<file path="config.mk">
export PLATFORM = sky130hd
export DESIGN_NAME = instr_fetch_flat
export DESIGN_NICKNAME = d
export VERILOG_FILES = /design/src/rtl/instr_fetch_pkg.sv /design/src/rtl/instr_fetch_if.sv /design/src/rtl/fetch_fifo.sv /design/src/rtl/instr_fetch.sv /design/src/flat_wrapper.sv
export SDC_FILE = /design/constraint.sdc
export NUM_CORES = 1
export LEC_CHECK = 0
export CORE_MARGIN = 3
export CORE_UTILIZATION = 40
export CTS_BUF_LIST = sky130_fd_sc_hd__clkbuf_4 sky130_fd_sc_hd__clkbuf_8
export CTS_CLUSTER_DIAMETER = 30
export CTS_CLUSTER_SIZE = 20
export DETAILED_ROUTE_END_ITERATION = 6
export GPL_TIMING_DRIVEN = 0
export PLACE_DENSITY_LB_ADDON = 0.25
export SYNTH_ARGS = -nofsm -noshare
export SYNTH_HDL_FRONTEND = slang
export SYNTH_SLANG_ARGS = --single-unit
</file>
<file path="constraint.sdc">
create_clock -name clk -period 3.42 [get_ports clk]
set_input_delay 0.684 -clock clk [delete_from_list [all_inputs] [get_ports clk]]
set_output_delay 0.684 -clock clk [all_outputs]
set_load 0.02 [all_outputs]
</file>
<file path="src/rtl/instr_fetch_pkg.sv">
// Shared definitions for the fetch sequencer: FSM encoding and the address/word
// widths it shares with the program counter and decode stage.
package instr_fetch_pkg;

   localparam int FETCH_AW = 15;
   localparam int FETCH_IW = 16;

   typedef enum logic [1:0] {
      S_BOOT,
      S_ISSUE,
      S_WAIT,
      S_FULL
   } fetch_state_e;

endpackage

</file>
<file path="src/rtl/instr_fetch_if.sv">
// Instruction-memory read bus and decode-side instruction stream of the fetch unit.
// The master modport is the fetch unit; the slave modport is memory plus decode.
interface instr_fetch_if
   import instr_fetch_pkg::*;
#(
   parameter int AW = FETCH_AW,
   parameter int IW = FETCH_IW
) ();

   logic          mem_req;
   logic [AW-1:0] mem_addr;
   logic          mem_ack;
   logic [IW-1:0] mem_rdata;

   logic          instr_valid;
   logic [IW-1:0] instr_data;
   logic [AW-1:0] instr_pc;
   logic          instr_ready;

   modport master (
      output mem_req, mem_addr, instr_valid, instr_data, instr_pc,
      input  mem_ack, mem_rdata, instr_ready
   );

   modport slave (
      input  mem_req, mem_addr, instr_valid, instr_data, instr_pc,
      output mem_ack, mem_rdata, instr_ready
   );

endinterface

</file>
<file path="src/rtl/fetch_fifo.sv">
// Synchronous FIFO with a flush input; pointers wrap modulo DEPTH (a power of two).
// The caller guarantees no push while full and no pop while empty.
module fetch_fifo #(
   parameter  int WIDTH = 31,
   parameter  int DEPTH = 2,
   localparam int PW    = $clog2(DEPTH),
   localparam int CW    = $clog2(DEPTH + 1)
) (
   input  logic             clk,
   input  logic             rst,
   input  logic             push,
   input  logic             pop,
   input  logic             flush,
   input  logic [WIDTH-1:0] wdata,
   output logic [WIDTH-1:0] rdata,
   output logic [CW-1:0]    count
);

   logic [WIDTH-1:0] mem_q [DEPTH];
   logic [PW-1:0]    wr_ptr_q, wr_ptr_d;
   logic [PW-1:0]    rd_ptr_q, rd_ptr_d;
   logic [CW-1:0]    count_q,  count_d;

   always_comb begin
      wr_ptr_d = wr_ptr_q;
      rd_ptr_d = rd_ptr_q;
      count_d  = count_q;
      if (flush) begin
         wr_ptr_d = '0;
         rd_ptr_d = '0;
         count_d  = '0;
      end else begin
         if (push) wr_ptr_d = wr_ptr_q + PW'(1);
         if (pop)  rd_ptr_d = rd_ptr_q + PW'(1);
         case ({push, pop})
            2'b10:   count_d = count_q + CW'(1);
            2'b01:   count_d = count_q - CW'(1);
            default: ;
         endcase
      end
   end

   always_ff @(posedge clk) begin
      if (rst) begin
         wr_ptr_q <= '0;
         rd_ptr_q <= '0;
         count_q  <= '0;
      end else begin
         wr_ptr_q <= wr_ptr_d;
         rd_ptr_q <= rd_ptr_d;
         count_q  <= count_d;
      end
   end

   // NOTE: storage has no reset; count_q alone decides which entries are meaningful.
   always_ff @(posedge clk) begin
      if (push && !flush) mem_q[wr_ptr_q] <= wdata;
   end

   assign rdata = mem_q[rd_ptr_q];
   assign count = count_q;

endmodule

</file>
<file path="src/rtl/instr_fetch.sv">
// Fetch sequencer: drives the PC, issues one memory read at a time and queues
// address-tagged words toward decode; branch redirects flush and restart it.
module instr_fetch
   import instr_fetch_pkg::*;
#(
   parameter int            AW       = FETCH_AW,
   parameter int            IW       = FETCH_IW,
   parameter int            DEPTH    = 2,
   parameter logic [AW-1:0] RESET_PC = '0
) (
   input  logic          clk,
   input  logic          rst,
   input  logic [AW-1:0] pc_in,
   output logic          pc_load,
   output logic          pc_inc,
   output logic [AW-1:0] pc_target,
   input  logic          redirect_valid,
   input  logic [AW-1:0] redirect_addr,
   instr_fetch_if.master bus
);

   localparam int CW = $clog2(DEPTH + 1);

   fetch_state_e  state_q, state_d;
   logic          discard_q, discard_d;
   logic [AW-1:0] mem_addr_q, mem_addr_d;

   logic [CW-1:0] count;
   logic          push, pop, flush;
   logic          redirect, full_after_push;
   logic          mem_req, instr_valid;
   logic [IW-1:0] head_data;
   logic [AW-1:0] head_pc;

   // Outputs are held inactive during the reset cycle, whatever the old state was.
   assign instr_valid     = !rst && (count != '0);
   assign pop             = instr_valid && bus.instr_ready;
   assign redirect        = redirect_valid && (state_q != S_BOOT);
   assign full_after_push = (count + CW'(1) - CW'(pop)) == CW'(DEPTH);

   // NOTE: every variable gets a default before the case so no path infers a latch.
   always_comb begin
      state_d    = state_q;
      discard_d  = discard_q;
      mem_addr_d = mem_addr_q;
      mem_req    = 1'b0;
      pc_load    = 1'b0;
      pc_inc     = 1'b0;
      pc_target  = '0;
      push       = 1'b0;
      flush      = 1'b0;

      case (state_q)
         S_BOOT: begin
            pc_load   = 1'b1;
            pc_target = RESET_PC;
            state_d   = S_ISSUE;
         end
         S_ISSUE: begin
            if (!redirect) begin
               mem_addr_d = pc_in;
               state_d    = S_WAIT;
            end
         end
         S_WAIT: begin
            mem_req = 1'b1;
            if (bus.mem_ack) begin
               state_d   = S_ISSUE;
               discard_d = 1'b0;
               if (!discard_q && !redirect) begin
                  push   = 1'b1;
                  pc_inc = 1'b1;
                  if (full_after_push) state_d = S_FULL;
               end
            end else if (redirect) begin
               // The request stays up; its data is dropped when the ack finally arrives.
               discard_d = 1'b1;
            end
         end
         S_FULL: begin
            if (redirect || (count < CW'(DEPTH))) state_d = S_ISSUE;
         end
         default: state_d = S_BOOT;
      endcase

      // The PC favours inc over load, so a redirect must also suppress inc.
      if (redirect) begin
         pc_load   = 1'b1;
         pc_target = redirect_addr;
         pc_inc    = 1'b0;
         flush     = 1'b1;
      end

      if (rst) begin
         mem_req   = 1'b0;
         pc_load   = 1'b0;
         pc_inc    = 1'b0;
         pc_target = '0;
         push      = 1'b0;
         flush     = 1'b0;
      end
   end

   // NOTE: state updates use non-blocking assignments; reset is sampled on the clock edge.
   always_ff @(posedge clk) begin
      if (rst) begin
         state_q    <= S_BOOT;
         discard_q  <= 1'b0;
         mem_addr_q <= '0;
      end else begin
         state_q    <= state_d;
         discard_q  <= discard_d;
         mem_addr_q <= mem_addr_d;
      end
   end

   fetch_fifo #(
      .WIDTH (IW + AW),
      .DEPTH (DEPTH)
   ) u_fifo (
      .clk   (clk),
      .rst   (rst),
      .push  (push),
      .pop   (pop),
      .flush (flush),
      .wdata ({bus.mem_rdata, mem_addr_q}),
      .rdata ({head_data, head_pc}),
      .count (count)
   );

   assign bus.mem_req     = mem_req;
   assign bus.mem_addr    = mem_addr_q;
   assign bus.instr_valid = instr_valid;
   assign bus.instr_data  = head_data;
   assign bus.instr_pc    = head_pc;

endmodule

</file>
<file path="src/flat_wrapper.sv">
// flat-port wrapper written by rule: the top's interface ports become plain ports
module instr_fetch_flat import instr_fetch_pkg::*;
#(
   parameter int            AW       = FETCH_AW,
   parameter int            IW       = FETCH_IW,
   parameter int            DEPTH    = 2,
   parameter logic [AW-1:0] RESET_PC = '0
)
  (clk, rst, pc_in, pc_load, pc_inc, pc_target, redirect_valid, redirect_addr, bus_mem_req, bus_mem_addr, bus_instr_valid, bus_instr_data, bus_instr_pc, bus_mem_ack, bus_mem_rdata, bus_instr_ready);
  instr_fetch_if #(.AW(AW), .IW(IW)) bus_i ();
  input  logic clk;
  input  logic rst;
  input  logic [AW-1:0] pc_in;
  output logic pc_load;
  output logic pc_inc;
  output logic [AW-1:0] pc_target;
  input  logic redirect_valid;
  input  logic [AW-1:0] redirect_addr;
  output wire logic [$bits(bus_i.mem_req)-1:0] bus_mem_req;
  output wire logic [$bits(bus_i.mem_addr)-1:0] bus_mem_addr;
  output wire logic [$bits(bus_i.instr_valid)-1:0] bus_instr_valid;
  output wire logic [$bits(bus_i.instr_data)-1:0] bus_instr_data;
  output wire logic [$bits(bus_i.instr_pc)-1:0] bus_instr_pc;
  input wire logic [$bits(bus_i.mem_ack)-1:0] bus_mem_ack;
  input wire logic [$bits(bus_i.mem_rdata)-1:0] bus_mem_rdata;
  input wire logic [$bits(bus_i.instr_ready)-1:0] bus_instr_ready;
  assign bus_mem_req = bus_i.mem_req;
  assign bus_mem_addr = bus_i.mem_addr;
  assign bus_instr_valid = bus_i.instr_valid;
  assign bus_instr_data = bus_i.instr_data;
  assign bus_instr_pc = bus_i.instr_pc;
  assign bus_i.mem_ack = bus_mem_ack;
  assign bus_i.mem_rdata = bus_mem_rdata;
  assign bus_i.instr_ready = bus_instr_ready;
  instr_fetch #(.AW(AW), .IW(IW), .DEPTH(DEPTH), .RESET_PC(RESET_PC)) u_core (.clk(clk), .rst(rst), .pc_in(pc_in), .pc_load(pc_load), .pc_inc(pc_inc), .pc_target(pc_target), .redirect_valid(redirect_valid), .redirect_addr(redirect_addr), .bus(bus_i));
endmodule
</file>
# --- Word level (Yosys, flattened, before mapping) ---
# Memories as Yosys holds them, arrays and structs flattened. A register that Yosys moved wholly into a read port is not among the register bits.
# Cells that the tools add are included.
classes:
  add_sub_neg: 5
  order_cmp: 1
  eq_ne: 9
  mux: 28
  bitwise_logic: 1
  reduce_logical: 19
ops:
  columns: ["cell", "count"]
  rows:
  - ["2-to-1 mux 15 bit", 2]
  - ["2-to-1 mux 1 bit", 19]
  - ["2-to-1 mux 2 bit", 5]
  - ["== test 2 bit, second input constant", 4]
  - ["one-hot mux 2 bit (4 select lines)", 1]
  - ["nonzero test 2 bit", 4]
  - ["logical AND 1 bit", 5]
  - ["== test 2 x 1 -> 1 bit, second input constant", 2]
  - ["zero test 1 bit", 4]
  - ["inequality test 2 bit, second input constant", 2]
  - ["one-hot mux 2 bit (2 select lines)", 1]
  - ["AND reduction 2 bit", 2]
  - ["AND reduction 3 bit", 1]
  - ["adder 1 bit, second input constant", 2]
  - ["adder 2 x 1 -> 2 bit, second input constant", 1]
  - ["zero test 2 bit", 1]
  - ["< comparator 2 bit, second input constant", 1]
  - ["inequality test 2 x 1 -> 1 bit, second input constant", 1]
  - ["OR reduction 2 bit", 1]
  - ["subtractor 2 x 1 -> 2 bit", 1]
  - ["subtractor 2 x 1 -> 2 bit, second input constant", 1]
  - ["logical OR 1 bit", 1]
  - ["NOT 1 bit", 1]
word_totals:
  reg_bits: 22
  mem_bits_rw: 62
  in_bits: 51
  output_inout_bits: 65
  wordCells: 70
  n_memories: 1
memory_table:
  columns: ["name", "depth", "width", "rd", "rd_clocked_by_memory_dff", "write_ports", "line", "rtl"]
  rows:
  - ["u_core.u_fifo.mem_q", 2, 31, 1, 1, 1, "fetch_fifo.sv:19", "logic [WIDTH-1:0] mem_q [DEPTH];"]

# --- Logic depth before layout (Yosys ltp) ---
# Gate-level depths: netlist of run 1.
depth:
  word_depth: 11
  ltp_mapped: 10
  ltp_nobuf: 10

# --- Modules after synthesis ---
# Synthesis of run 1 repeated with hierarchy kept, for this count alone.
unflattened:
  hier_cells: 241
  hier_area_um2: 3623.5
modules_own_cells:
  columns: ["module", "n_inst", "cells_each", "area_each_um2", "seq_area_each_um2"]
  rows:
  - ["fetch_fifo", 1, 116, 2428.6, 1961.9]
  - ["instr_fetch", 1, 125, 1194.9, 360.3]

# --- Least setup slack after synthesis of run 1 ---
# Ideal clock, no wire load.
synth_path:
  kind: "input to register"
  start: "input port rst"
  end: "memory u_core.u_fifo.mem_q[0][0] (enable)"
  setup_time_ns: 0.419
  arrival_ns: 2.778
  t_required_ns: 3.001
  setup_slack_ns: 0.223
  cell_stages: 5
  n_path_buf: 1
  cell_sequence: "buf_2 -> nand2b_4 -> nor3_2 -> inv_2 -> nor2_1"
synth_between:
  elab_chain_cells: 5
  word_cells_on_any_way: 6
  classes_between: "mux: 4; reduce/logical: 2"
synth_lines:
  columns: ["element", "line", "rtl"]
  rows:
  - ["from (decl)", "flat_wrapper.sv:12", "input logic rst;"]
  - ["2-to-1 mux 1 bit", "instr_fetch.sv:94", "if (rst) begin"]
  - ["zero test 1 bit", "fetch_fifo.sv:57", "if (push && !flush) mem_q[wr_ptr_q] <= wdata;"]
  - ["logical AND 1 bit (*)", "fetch_fifo.sv:57", null]
  - ["2-to-1 mux 1 bit (*)", "fetch_fifo.sv:57", null]
  - ["2-to-1 mux 1 bit (not written as such) (*)", "fetch_fifo.sv:57", null]
  - ["to (decl)", "fetch_fifo.sv:19", null]
# Mark *: on every way between the ends. The rest lies on a longest branch, timed or not.

# --- Final worst setup path of run 1 ---
layout_path:
  start: "input port redirect_valid"
  end: "output port pc_target[5]"
layout_between:
  elab_chain_cells: 3
layout_lines:
  columns: ["element", "line", "rtl"]
  rows:
  - ["from (decl)", "flat_wrapper.sv:17", "input logic redirect_valid;"]
  - ["logical AND 1 bit", "instr_fetch.sv:38", "assign redirect = redirect_valid && (state_q != S_BOOT);"]
  - ["2-to-1 mux 15 bit", "instr_fetch.sv:87", "if (redirect) begin"]
  - ["2-to-1 mux 15 bit", "instr_fetch.sv:94", null]
  - ["to (decl)", "flat_wrapper.sv:16", "output logic [AW-1:0] pc_target;"]
# No other way between the ends.

==> results of run 1 <==
-- kinds of logic after synthesis --
family          after synthesis  synth area share [%]
flops                        85                 67.20
simple gates                 74                 11.88
mux                          31                 10.10
compound gates               24                 4.851
buf+inv                      16                 2.534
fa+ha+maj                     6                 2.172
xor+xnor                      5                 1.267
-- metrics by stage --
| stage | std cells | setup TNS [ns] |
|---|---|---|
| after floorplan | 241 | 0 |
| after global placement | 460 | -27.55 |
| after detailed placement | 461 | 0 |
| after CTS | 477 | 0 |
| after global routing | 477 | 0 |
| final | 477 | 0 |
-- power groups by stage --
stage / registers [mW] / logic (mW) / clock network (mW)
floorplan: 1.17 / 0.0853 / 0
global placement: 1.16 / 0.217 / 0
detailed placement: 1.16 / 0.222 / 0
CTS: 1.13 / 0.223 / 0.694
global route: 1.14 / 0.235 / 0.734
finish: 1.13 / 0.219 / 0.670
-- layer usage --
layer	vias to the layer above	track usage [%]
met4	0	5.987
met3	5	4.671
li1	1106	-
met2	94	23.50
met1	1042	18.80
met5	-	0
-- layout make-up --
type / count / share of cell area [%]
multi-input cells: 140 / 21.28
inverters: 6 / 0.4544
flip-flops and latches: 85 / 46.86
clock buffers: 10 / 2.777
clock inverters: 6 / 1.086
well taps: 105 / 2.651
repair buffers: 115 / 23.58
plain buffers: 10 / 1.313
-- cells in the mapped netlist, types with 2 or more instances --
cell type  number  area [sq um]
nand2b_1        2         12.51
xnor2_1         3         26.28
a21oi_1         8         40.04
dfxtp_1        23         460.4
a21oi_2        10         87.58
mux2_2         31         349.1
ha_1            6         75.07
edfxtp_1       62          1862
nand2b_4        2         27.53
and2_1         16         100.1
a211oi_1        2         15.01
inv_1           5         18.77
nand2_2        11         68.82
nand2_1        23         86.33
buf_2           6         30.03
xor2_1          2         17.52
nor2_1         12         45.04
-- path summary, 6_finish.rpt --
kind | cells after the start | slack [ns] | to | startpoint
worst max-delay path | 6 | 0.29 | pc_target[5] | redirect_valid
worst min register to register | 0 | 0.48 | u_core.u_fifo.mem_q[1][4] | u_core.bus.mem_addr[4]
worst max register to register | 8 | 1.27 | u_core.u_fifo.mem_q[0][30] | u_core.state_q[0]
worst min-delay path | 0 | 0.48 | u_core.u_fifo.mem_q[1][4] | u_core.bus.mem_addr[4]
-- worst max-delay path, stage by stage --
cell	delay, ns
clkdlybuf4s50_1	0.54
nand2b_4	0.10
nor2_2	0.17
clkbuf_2	0.20
and2_1	0.15
clkdlybuf4s50_1	0.61
-- flip-flops by register name (all words and copies together) (netlist names), named ones only --
name                    cells
u_core.bus.mem_addr        15
u_core.discard_q            1
u_core.state_q              2
u_core.u_fifo.count         2
u_core.u_fifo.mem_q        62
u_core.u_fifo.rd_ptr_q      1
u_core.u_fifo.wr_ptr_q      1
==> summary.md, run 1 <==
| Metric | Value |
|---|---|
| Seq pwr share | `56.0%` |
| CTS resizes | `0` |
| Routed wl met2 | `3384 um` |
| Cell count after synthesis | `241` |
| CP Data Arrival Time | `2.45 ns` |
| Clock Path Buffers | `2` |
| WL final | `7154 um` |
| Final Skew | `0.009525 ns` |
| Antenna Nets Post-Route | `0` |
| Peak supply drop | `0.2202 mV` |
| Die span in y | `98.95 um` |
| First-pass GRT wire length | `11160 um` |
| Setup bufs post-CTS | `0` |
| EDFF count, synth | `62` |
| Worst-Skew Late Latency | `0.35 ns` |
| Die ar. | `0.009791 sq mm` |
| Final net count | `424` |
| Switching share of power | `24.08%` |
| Port buffer count | `114` |
| Finish-stage setup viols | `0` |
| Synth Net Count | `298` |
| CTS tree | `done` |
| Maxcap violations | `0` |
| Hold/Removal Path Class | `flip-flop to flip-flop` |
| Cell area after synthesis | `0.003456 sq mm` |
| Area of placed instances | `0.004765 sq mm` |
| Drt first pass iters | `4` |
| Vias per inst | `4.711` |
| Max Used Layer | `met4` |
| Per-cell routed wire length | `15.00 um` |
| Htree depth | `3` |
| Final WS setup | `0.2868 ns` |
| Design area | `0.004956 sq mm` |
| Critical path class | `input port to output pin` |
| # DRC | `0` |
| Synth warn | `0` |
| Outcome | `completed` |
| Gpl congestion | `0.7433` |
| Max Slew Vio Count | `0` |
| Fill cells | `690` |
| Starting Density | `41.64%` |
| Most common cell after layout, fill and taps aside | `clkdlybuf4s50_1` |
| Sink Count | `85` |
| Tcrit/Tclk final | `91.61%` |
| Power per cell area | `408.0 mW/mm^2` |
| M1 wire length | `3184 um` |
| CP Capture Type | `output pin` |
| CP Launch Type | `input port` |
| Core footprint | `0.008299 sq mm` |
| Slew of the pin with the lowest slew margin | `0.7711 ns` |
| Register area share after synthesis | `67.20%` |
| Worst-path clk slew | `0.08 ns` |
| Vias in the first global route | `2237` |
| Clk pwr share | `33.1%` |
| Share of layout cells above drive strength 1 | `23.39%` |
| Top Ports | `116` |
| Dpl hpwl | `5192 um` |
| Hold-fix buffers, CTS | `0` |
| Total design power | `2.022 mW` |
| Die X-Extent | `98.95 um` |
| Slew Limit Headroom | `48.59%` |
| Synth async-reset ratio | `0%` |
| Syn_area_per_cell | `14.34 sq um` |
| Dpl ws | `0.2700 ns` |
| Commonest non-fill, non-tap cells in the layout | `114 x clkdlybuf4s50_1, 62 x edfxtp_1, 31 x mux2_2` |
| Flops & latches, synth | `85` |
| Yosys cell types | `34` |
| Clock Root Buffer | `clkbuf_8` |
| GRT overflow | `0` |
| Minimum clock period | `3.133 ns` |
| Final core utilization | `59.72%` |
| Largest net degree at the start of global routing | `32` |
| Initial antenna violation count | `0` |
| GRT Overall Usage | `14.80%` |
| Sequential cell area | `0.002322 sq mm` |
| # diodes | `0` |
| Initial DRC count | `55` |
| FMAX | `319.2 MHz` |
| CTS Buf Count | `9` |
| Top FF cell, synth | `edfxtp_1` |
| NetSw | `0.4870 mW` |
| Logic gate share of total power | `10.8%` |
| RSZ-0062 raised after global routing | `no` |
| DR vias | `2247` |
| Row cnt | `33` |
| Final hold viol count | `0` |
| Met3 WL | `503 um` |
| CP required | `2.74 ns` |
| Combined area of the multi-input logic cells | `0.001055 sq mm` |
| Min Hold Slack | `0.4815 ns` |
| Internal power | `1.535 mW` |
| Crit-path max FO | `10` |
| Area Overhead vs Synth | `43.41%` |
| Lkg Pwr | `1.693 nW` |
Power figures use the tool's default switching activity.
==> run 2, diff against run 1 <==
--- a/config.mk
+++ b/config.mk
@@ -12,6 +12,7 @@
 export CTS_CLUSTER_SIZE = 20
 export DETAILED_ROUTE_END_ITERATION = 6
 export GPL_TIMING_DRIVEN = 0
+export MAX_ROUTING_LAYER = met4
 export PLACE_DENSITY_LB_ADDON = 0.25
 export SYNTH_ARGS = -nofsm -noshare
 export SYNTH_HDL_FRONTEND = slang
==> summary.md, run 2 (same netlist as run 1, synthesis figures left out) <==
| Metric | Value |
|---|---|
| R2R depth | `8` |
| CP required | `2.74 ns` |
| GRT Overall Usage | `15.26%` |
| Critical path class | `input port to output pin` |
| FF-to-FF End | `u_core.u_fifo.mem_q[0][30]` |
| Worst-Skew Late Latency | `0.35 ns` |
| Placed Cells | `461` |
| HP Start | `u_core.bus.mem_addr[4]` |
| Share of layout cells above drive strength 1 | `23.39%` |
| DR vias | `2242` |
| First-pass GRT wire length | `11140 um` |
| Most flops, register | `u_core.u_fifo.mem_q` |
| Clock Root Buffer | `clkbuf_8` |
| Slew of the pin with the lowest slew margin | `0.7703 ns` |
| Fill cells | `690` |
| Tcrit/Tclk final | `91.59%` |
| Area Overhead vs Synth | `43.41%` |
| Crit-path max FO | `10` |
| Finish-stage setup viols | `0` |
| CTS resizes | `0` |
| Per-cell routed wire length | `15.03 um` |
| Maxcap violations | `0` |
| Dpl hpwl | `5192 um` |
| CTS tree | `done` |
| Total design power | `2.023 mW` |
| R2R setup slack | `1.25 ns` |
| Power per cell area | `408.2 mW/mm^2` |
| Max Slew Vio Count | `0` |
| Final hold viol count | `0` |
| Clock Path Buffers | `2` |
| Vias in the first global route | `2240` |
| CP Launch Type | `input port` |
| Hold-fix buffers, CTS | `0` |
| RSZ-0062 raised after global routing | `no` |
| # DRC | `0` |
| Die X-Extent | `98.95 um` |
| Setup bufs post-CTS | `0` |
| FMAX | `319.2 MHz` |
| Commonest non-fill, non-tap cells in the layout | `114 x clkdlybuf4s50_1, 62 x edfxtp_1, 31 x mux2_2` |
| Hold/Removal Path Class | `flip-flop to flip-flop` |
| Minimum clock period | `3.132 ns` |
| Initial DRC count | `50` |
| Port buffer count | `114` |
| Hold path endpoint | `u_core.u_fifo.mem_q[1][4]` |
| Vias per inst | `4.700` |
| Starting Density | `41.64%` |
| Lkg Pwr | `1.693 nW` |
| Final net count | `424` |
| # diodes | `0` |
| Gpl congestion | `0.7526` |
| Most common cell after layout, fill and taps aside | `clkdlybuf4s50_1` |
| Die ar. | `0.009791 sq mm` |
| Area of placed instances | `0.004765 sq mm` |
| Design area | `0.004956 sq mm` |
| Worst-path clk slew | `0.08 ns` |
| Peak supply drop | `0.2191 mV` |
| Antenna Nets Post-Route | `0` |
| Non-Filler Instances | `477` |
| GRT overflow | `0` |
| Htree depth | `3` |
| Initial antenna violation count | `0` |
| Drt first pass iters | `4` |
| Die span in y | `98.95 um` |
| CP Capture Type | `output pin` |
| Largest net degree at the start of global routing | `32` |
| CTS Buf Count | `9` |
| Sink Count | `85` |
| Slew Limit Headroom | `48.64%` |
| Final Skew | `0.009962 ns` |
| Outcome | `completed` |
| CP Data Arrival Time | `2.45 ns` |
| WL final | `7169 um` |
| Max reg flops | `62` |
| Top Ports | `116` |
| R2r startpoint | `u_core.state_q[0]` |
| Core footprint | `0.008299 sq mm` |
| WHS Path Cells | `0` |
| Row cnt | `33` |
| Min Hold Slack | `0.4812 ns` |
-- run 2: cell counts in the layout (fill, tap and decap cells not counted) --
No cell type changed its count.
-- run 2: worst max-delay path, stage by stage --
cell and delay [ns]:
clkdlybuf4s50_1 0.54, nand2b_4 0.10, nor2_2 0.17, clkbuf_2 0.20, and2_1 0.15, clkdlybuf4s50_1 0.60
-- run 2: area by class of cell --
| class | instances | area (sq um) | share of cell area, % |
|---|---|---|---|
| Sequential cell | 85 | 2322 | 46.86 |
| Clock inverter | 6 | 53.80 | 1.086 |
| Tap cell | 105 | 131.4 | 2.651 |
| Inverter | 6 | 22.52 | 0.4544 |
| Timing Repair Buffer | 115 | 1169 | 23.58 |
| Multi-Input combinational cell | 140 | 1055 | 21.28 |
| Buffer | 10 | 65.06 | 1.313 |
| Clock buffer | 10 | 137.6 | 2.777 |
-- run 2: per-layer routing --
layer | share of wire, % | global-route usage, % | wire length [um]
met5 | 0 | - | 0
met4 | 1.1 | 5.987 | 79
met3 | 6.4 | 3.892 | 461
met2 | 47 | 23.50 | 3392
met1 | 45 | 19.36 | 3235
-- run 2: report_power, final --
group          switching [mW]  internal (mW)
combinational          0.0999          0.119
clock                   0.374          0.296
sequential             0.0136           1.12
-- run 2: worst max-delay path by stage --
stage                         from                          to  slack [ns]
finish              redirect_valid                pc_target[5]        0.29
global route        redirect_valid               pc_target[12]        0.18
CTS                 redirect_valid                pc_target[5]        0.27
detailed placement  redirect_valid                pc_target[9]        0.27
global placement    redirect_valid  u_core.u_fifo.mem_q[0][23]       -0.89
floorplan                      rst   u_core.u_fifo.mem_q[0][0]        0.22
-- run 2: per-stage QoR --
step	setup slack (ns)	util (%)	TNS (ns)
finish	0.2876	59.72	0
CTS	0.2659	59.72	0
floorplan	0.2228	-	0
detailed placement	0.2700	57.41	0
global route	0.1809	59.72	0
global placement	-0.8902	56.97	-27.55
